## src/rtl/load_store_unit.sv

```systemverilog
// RV32I load/store unit: turns byte/half/word loads and stores into word-wide RAM
// read/write cycles, with load extension and read-modify-write for narrow stores.
module load_store_unit #(
  parameter int DWIDTH = 32
) (
  input  logic              clk,
  input  logic              rst,
  input  logic              req,
  input  logic              we,
  input  logic [2:0]        funct3,
  input  logic [DWIDTH-1:0] addr,
  input  logic [DWIDTH-1:0] wdata,
  output logic              busy,
  output logic              done,
  output logic              err,
  output logic [DWIDTH-1:0] rdata,
  output logic [DWIDTH-1:0] mem_addr,
  output logic [DWIDTH-1:0] mem_wr_data,
  output logic              mem_rdEn,
  output logic              mem_wrEn,
  input  logic [DWIDTH-1:0] mem_rd_data
);

  typedef enum logic [2:0] {IDLE, RD, RDWAIT, WR, ERR} state_t;

  state_t state, state_next;

  // Request fields kept for the later phases of the access.
  logic        we_q;
  logic [2:0]  funct3_q;
  logic [1:0]  lane_q;
  logic [15:0] wdata_q;

  logic              access_ok;
  logic              is_sw;
  logic [7:0]        ld_byte;
  logic [15:0]       ld_half;
  logic [DWIDTH-1:0] load_ext;
  logic [DWIDTH-1:0] merged;

  logic              busy_n, done_n, err_n, rd_en_n, wr_en_n;
  logic [DWIDTH-1:0] rdata_n, mem_addr_n, mem_wr_data_n;

  // Width/sign code legality combined with natural alignment.
  always_comb begin
    case (funct3)
      3'd0:    access_ok = 1'b1;
      3'd1:    access_ok = ~addr[0];
      3'd2:    access_ok = (addr[1:0] == 2'b00);
      3'd4:    access_ok = ~we;
      3'd5:    access_ok = ~we & ~addr[0];
      default: access_ok = 1'b0;
    endcase
  end

  assign is_sw = we && (funct3 == 3'd2);

  always_comb begin
    case (lane_q)
      2'd0:    ld_byte = mem_rd_data[7:0];
      2'd1:    ld_byte = mem_rd_data[15:8];
      2'd2:    ld_byte = mem_rd_data[23:16];
      default: ld_byte = mem_rd_data[31:24];
    endcase
    ld_half = lane_q[1] ? mem_rd_data[31:16] : mem_rd_data[15:0];
  end

  always_comb begin
    case (funct3_q)
      3'd0:    load_ext = {{(DWIDTH-8){ld_byte[7]}}, ld_byte};
      3'd1:    load_ext = {{(DWIDTH-16){ld_half[15]}}, ld_half};
      3'd4:    load_ext = {{(DWIDTH-8){1'b0}}, ld_byte};
      3'd5:    load_ext = {{(DWIDTH-16){1'b0}}, ld_half};
      default: load_ext = mem_rd_data;
    endcase
  end

  // Narrow store: replace only the addressed lane of the word just read.
  always_comb begin
    merged = mem_rd_data;
    if (funct3_q[1:0] == 2'd0) begin
      case (lane_q)
        2'd0:    merged[7:0]   = wdata_q[7:0];
        2'd1:    merged[15:8]  = wdata_q[7:0];
        2'd2:    merged[23:16] = wdata_q[7:0];
        default: merged[31:24] = wdata_q[7:0];
      endcase
    end else if (lane_q[1]) begin
      merged[31:16] = wdata_q;
    end else begin
      merged[15:0] = wdata_q;
    end
  end

  always_ff @(posedge clk or posedge rst) begin
    if (rst) state <= IDLE;
    else     state <= state_next;
  end

  always_comb begin
    state_next = state;
    case (state)
      IDLE: begin
        if (req) begin
          if (!access_ok) state_next = ERR;
          else if (is_sw) state_next = WR;
          else            state_next = RD;
        end
      end
      RD:      state_next = RDWAIT;
      RDWAIT:  state_next = we_q ? WR : IDLE;
      WR:      state_next = IDLE;
      ERR:     state_next = IDLE;
      default: state_next = IDLE;
    endcase
  end

  // Next values of the registered outputs; enables follow the state being entered.
  always_comb begin
    busy_n        = (state_next != IDLE);
    rd_en_n       = (state_next == RD);
    wr_en_n       = (state_next == WR);
    done_n        = 1'b0;
    err_n         = err;
    rdata_n       = rdata;
    mem_addr_n    = mem_addr;
    mem_wr_data_n = mem_wr_data;
    case (state)
      IDLE: begin
        if (req) begin
          mem_addr_n = {addr[DWIDTH-1:2], 2'b00};
          if (access_ok && is_sw) mem_wr_data_n = wdata;
        end
      end
      RDWAIT: begin
        if (we_q) begin
          mem_wr_data_n = merged;
        end else begin
          done_n  = 1'b1;
          err_n   = 1'b0;
          rdata_n = load_ext;
        end
      end
      WR: begin
        done_n = 1'b1;
        err_n  = 1'b0;
      end
      ERR: begin
        done_n  = 1'b1;
        err_n   = 1'b1;
        rdata_n = '0;
      end
      default: ;
    endcase
  end

  always_ff @(posedge clk or posedge rst) begin
    if (rst) begin
      busy        <= 1'b0;
      done        <= 1'b0;
      err         <= 1'b0;
      rdata       <= '0;
      mem_addr    <= '0;
      mem_wr_data <= '0;
      mem_rdEn    <= 1'b0;
      mem_wrEn    <= 1'b0;
      we_q        <= 1'b0;
      funct3_q    <= 3'd0;
      lane_q      <= 2'd0;
      wdata_q     <= 16'd0;
    end else begin
      busy        <= busy_n;
      done        <= done_n;
      err         <= err_n;
      rdata       <= rdata_n;
      mem_addr    <= mem_addr_n;
      mem_wr_data <= mem_wr_data_n;
      mem_rdEn    <= rd_en_n;
      mem_wrEn    <= wr_en_n;
      if (state == IDLE && req) begin
        we_q     <= we;
        funct3_q <= funct3;
        lane_q   <= addr[1:0];
        wdata_q  <= wdata[15:0];
      end
    end
  end

endmodule

```

## config.mk

```make
export PLATFORM = sky130hd
export DESIGN_NAME = load_store_unit
export DESIGN_NICKNAME = d
export VERILOG_FILES = /design/src/rtl/load_store_unit.sv
export SDC_FILE = /design/constraint.sdc
export NUM_CORES = 1
export LEC_CHECK = 0
export BUFFER_PORTS_ARGS = -buffer_cell sky130_fd_sc_hd__buf_2
export CAP_MARGIN = 30
export CORE_MARGIN = 8
export CORE_UTILIZATION = 44
export DETAILED_ROUTE_END_ITERATION = 7
export PLACE_DENSITY = 0.77
export SYNTH_ARGS = -nofsm -noshare
export SYNTH_HDL_FRONTEND = slang
export SYNTH_SLANG_ARGS = --single-unit
```

## constraint.sdc

```tcl
create_clock -name clk -period 4.9 [get_ports clk]
set_input_delay 0.245 -clock clk [delete_from_list [all_inputs] [get_ports clk]]
set_output_delay 0.245 -clock clk [all_outputs]
set_load 0.02 [all_outputs]
```

==> results.txt <==
Max_slew headroom: 19.60%
Slew @ Worst Pin: 1.206 ns
Yosys warning count: 0
Setup crit start kind: register
Mean Syn Cell Area: 10.99 µm²
RSZ-0062 raised after global routing: no
Pwr dens: 706.6 nW/µm²
Placer Congestion: 0.8582
Root Driver: clkbuf_16
Design Area, Final: 7986 µm²
Synthesized area: 6208 µm²
EDFF count, synth: 0
Largest net degree at the start of global routing: 60
Crit-path cells: nor3b_4 > buf_4 > nand2_1 > a22oi_4 > mux2_2
DP HPWL: 14200 µm
Crit Path Class: reg2reg
Unique masters post-synth: 46
Placement Cell Area: 7298 µm²
Sequential area share after synthesis: 49.98%
Hold WC Path Type: in2reg
Post-synth top area share: 49.98%
GRT overflow: 0
DRC viols: 0
Final #Nets: 851
CTS tree: built
Leak: 3.758 nW
Peak supply drop: 0.4087 mV
Simple-gate share of the synthesized area: 10.68%
Synth async-reset ratio: 100.0%
Final setup TNS: 0 ns
Port Buffers: 201
Max stage delay on crit path: 0.99 ns
Most common cell after layout, fill and taps aside: buf_2
Total iterations of the first detailed-routing run: 5
XOR/XNOR share of the synthesized area: 0%
Sink Count: 124
Die Span X: 134.8 µm
Clock-pin slew on the worst setup and hold paths: 0.06 ns
Max_cap viols: 0
Family with the most delay on the worst path: compound AO/OA/AOI/OAI gates
Slowest cell on crit path: a22oi_4
Vias in the first global route: 5475
Total track usage: 21.69%
Htree depth: 4
Tmin final: 2.986 ns
Starting Density: 44.90%
Final setup fails: 0
Average vias per placed instance: 5.573
Die area: 18170 µm²
Area share of fa/ha/maj cells after synthesis: 0%
Die Ht: 134.8 µm
Synth Area in Compound Gates: 14.53%
Global-route wire length before repair: 30320 µm
Overall routed net length: 19260 µm
Fraction of layout cells with a size suffix above 1: 43.50%
Synth top area cells: dfrtp_1, mux2_2, mux2i_1, o21ai_0, nand2_1
Main combinational cell family by area after synthesis: multiplexers
Outcome: finished, final reports clean
Ys flop type: dfrtp_1
Crit path max fanout: 59
Fin util: 57.76%
Vias: 5255
Clock Path Buffers: 2
Final hold vios: 0
Worst path arrival time: 3.29 ns
Routed wire per std cell: 20.43 µm
Clock skew: 0.006201 ns
Core area: 13830 µm²
Hold slack final: 0.05368 ns
CTS Buf Count: 17
Antenna violations before repair: 6
Syn Inst Count: 565
Layout area overhead: 28.64%
Critical Path End Type: register
Yosys top cell by area: dfrtp_1
Antenna-violating nets left: 0
Mux contribution to synthesized area: 19.13%
Cell Rows: 43
Most frequent cells in the layout: buf_2, dfrtp_1, mux2_2, nand2_1, o21ai_0
Highest clock rate: 334.9 MHz
WP data required: 5.20 ns
Clock Latency Late Sink: 0.42 ns
Boundary pin count: 204
Initial DRC Count: 388
Register bit total from synthesis: 124
Final Max Slew Viols: 0
Crit share post-route: 60.94%
Critical path buffer and inverter count: 1
==> per-stage QoR <==
step	instances	power, mW	worst slack (ns)
floorplan	566	3.482	1.356
global placement	906	4.154	2.047
detailed placement	908	4.219	2.006
CTS	941	5.676	1.928
global route	943	5.989	1.694
finish	943	5.644	1.914
==> layer usage <==
layer / vias up / GRT usage (%) / part of all wire, %
li1: 2428 / - / -
met1: 2536 / 25.16 / 40
met3: 46 / 8.804 / 10
met5: - / 0 / 0.23
met4: 8 / 8.110 / 2.4
met2: 237 / 35.22 / 47
==> area by class of cell <==
type / count / area, µm²
clock buffers: 20 / 456.7
repair buffers: 210 / 1096
flip-flops and latches: 124 / 3103
well taps: 180 / 225.2
clock inverters: 12 / 216.5
inverters: 28 / 107.6
diodes: 2 / 5.005
multi-input cells: 367 / 2776
fillers: 1197 / 5841
==> registers in the layout, indices dropped and copies added (netlist names) <==
register	flops
busy	1
done	1
err	1
funct3_q	3
lane_q	2
mem_addr	30
mem_rdEn	1
mem_wrEn	1
mem_wr_data	32
rdata	32
state	3
wdata_q	16
we_q	1
==> where the power goes <==
| part | leakage [nW] | switching, mW | internal, mW | total, mW |
|---|---|---|---|---|
| Clock | 0.330 | 0.454 | 0.977 | 1.43 |
| Combinational | 1.91 | 1.48 | 0.964 | 2.44 |
| Sequential | 1.51 | 0.323 | 1.45 | 1.77 |
| Total | 3.76 | 2.25 | 3.39 | 5.64 |
==> final timing paths <==
| kind | cells after the start | slack, ns | startpoint | endpoint |
|---|---|---|---|---|
| setup / recovery | 5 | 1.91 | state[1] | mem_wr_data[5] |
| hold / removal | 2 | 0.05 | addr[4] | mem_addr[4] |
| setup reg to reg | 5 | 1.91 | state[1] | mem_wr_data[5] |
| hold reg to reg | 1 | 0.47 | rdata[8] | rdata[8] |
| max in group asynchronous | 4 | 3.60 | rst | rdata[17] |
| min in group asynchronous | 3 | 0.37 | rst | mem_addr[28] |
==> worst register-to-register path: cells and delay by family, from the launching register on <==
kind                   cells  cell delay [ns]
DFF                        1             0.47
buffers and inverters      1             0.48
muxes                      1             0.44
and+or+nand+nor            2             0.48
AOI/OAI and AO/OA          1             0.99
==> repair_timing <==
item	CTS	global route
gates resized for setup	0	0
hold buffers	1	0
endpoints found under the hold margin	27	0
buffers inserted	0	0
==> Yosys cell counts, types with 2 or more instances <==
library cell	n
a21o_1	10
a21oi_1	3
a221oi_1	9
a22oi_1	16
buf_1	2
buf_2	17
buf_4	4
buf_6	4
clkbuf_1	19
dfrtp_1	124
inv_1	27
mux2_1	2
mux2_2	77
mux2_4	3
mux2i_1	23
nand2_1	55
nand2b_1	4
nand3_1	17
nand3b_1	2
nand4_1	16
nor2_1	6
nor2b_1	11
nor3b_1	2
nor3b_2	2
o211ai_1	24
o21ai_0	42
o21ai_1	2
o221ai_1	16
or3_1	9
==> cell families after synthesis <==
kind of cell,after synthesis
and+or+nand+nor,130
AOI/OAI and AO/OA,129
DFF,124
muxes,106
buffers and inverters,75
other,1
(Power assumes the default switching activity.)
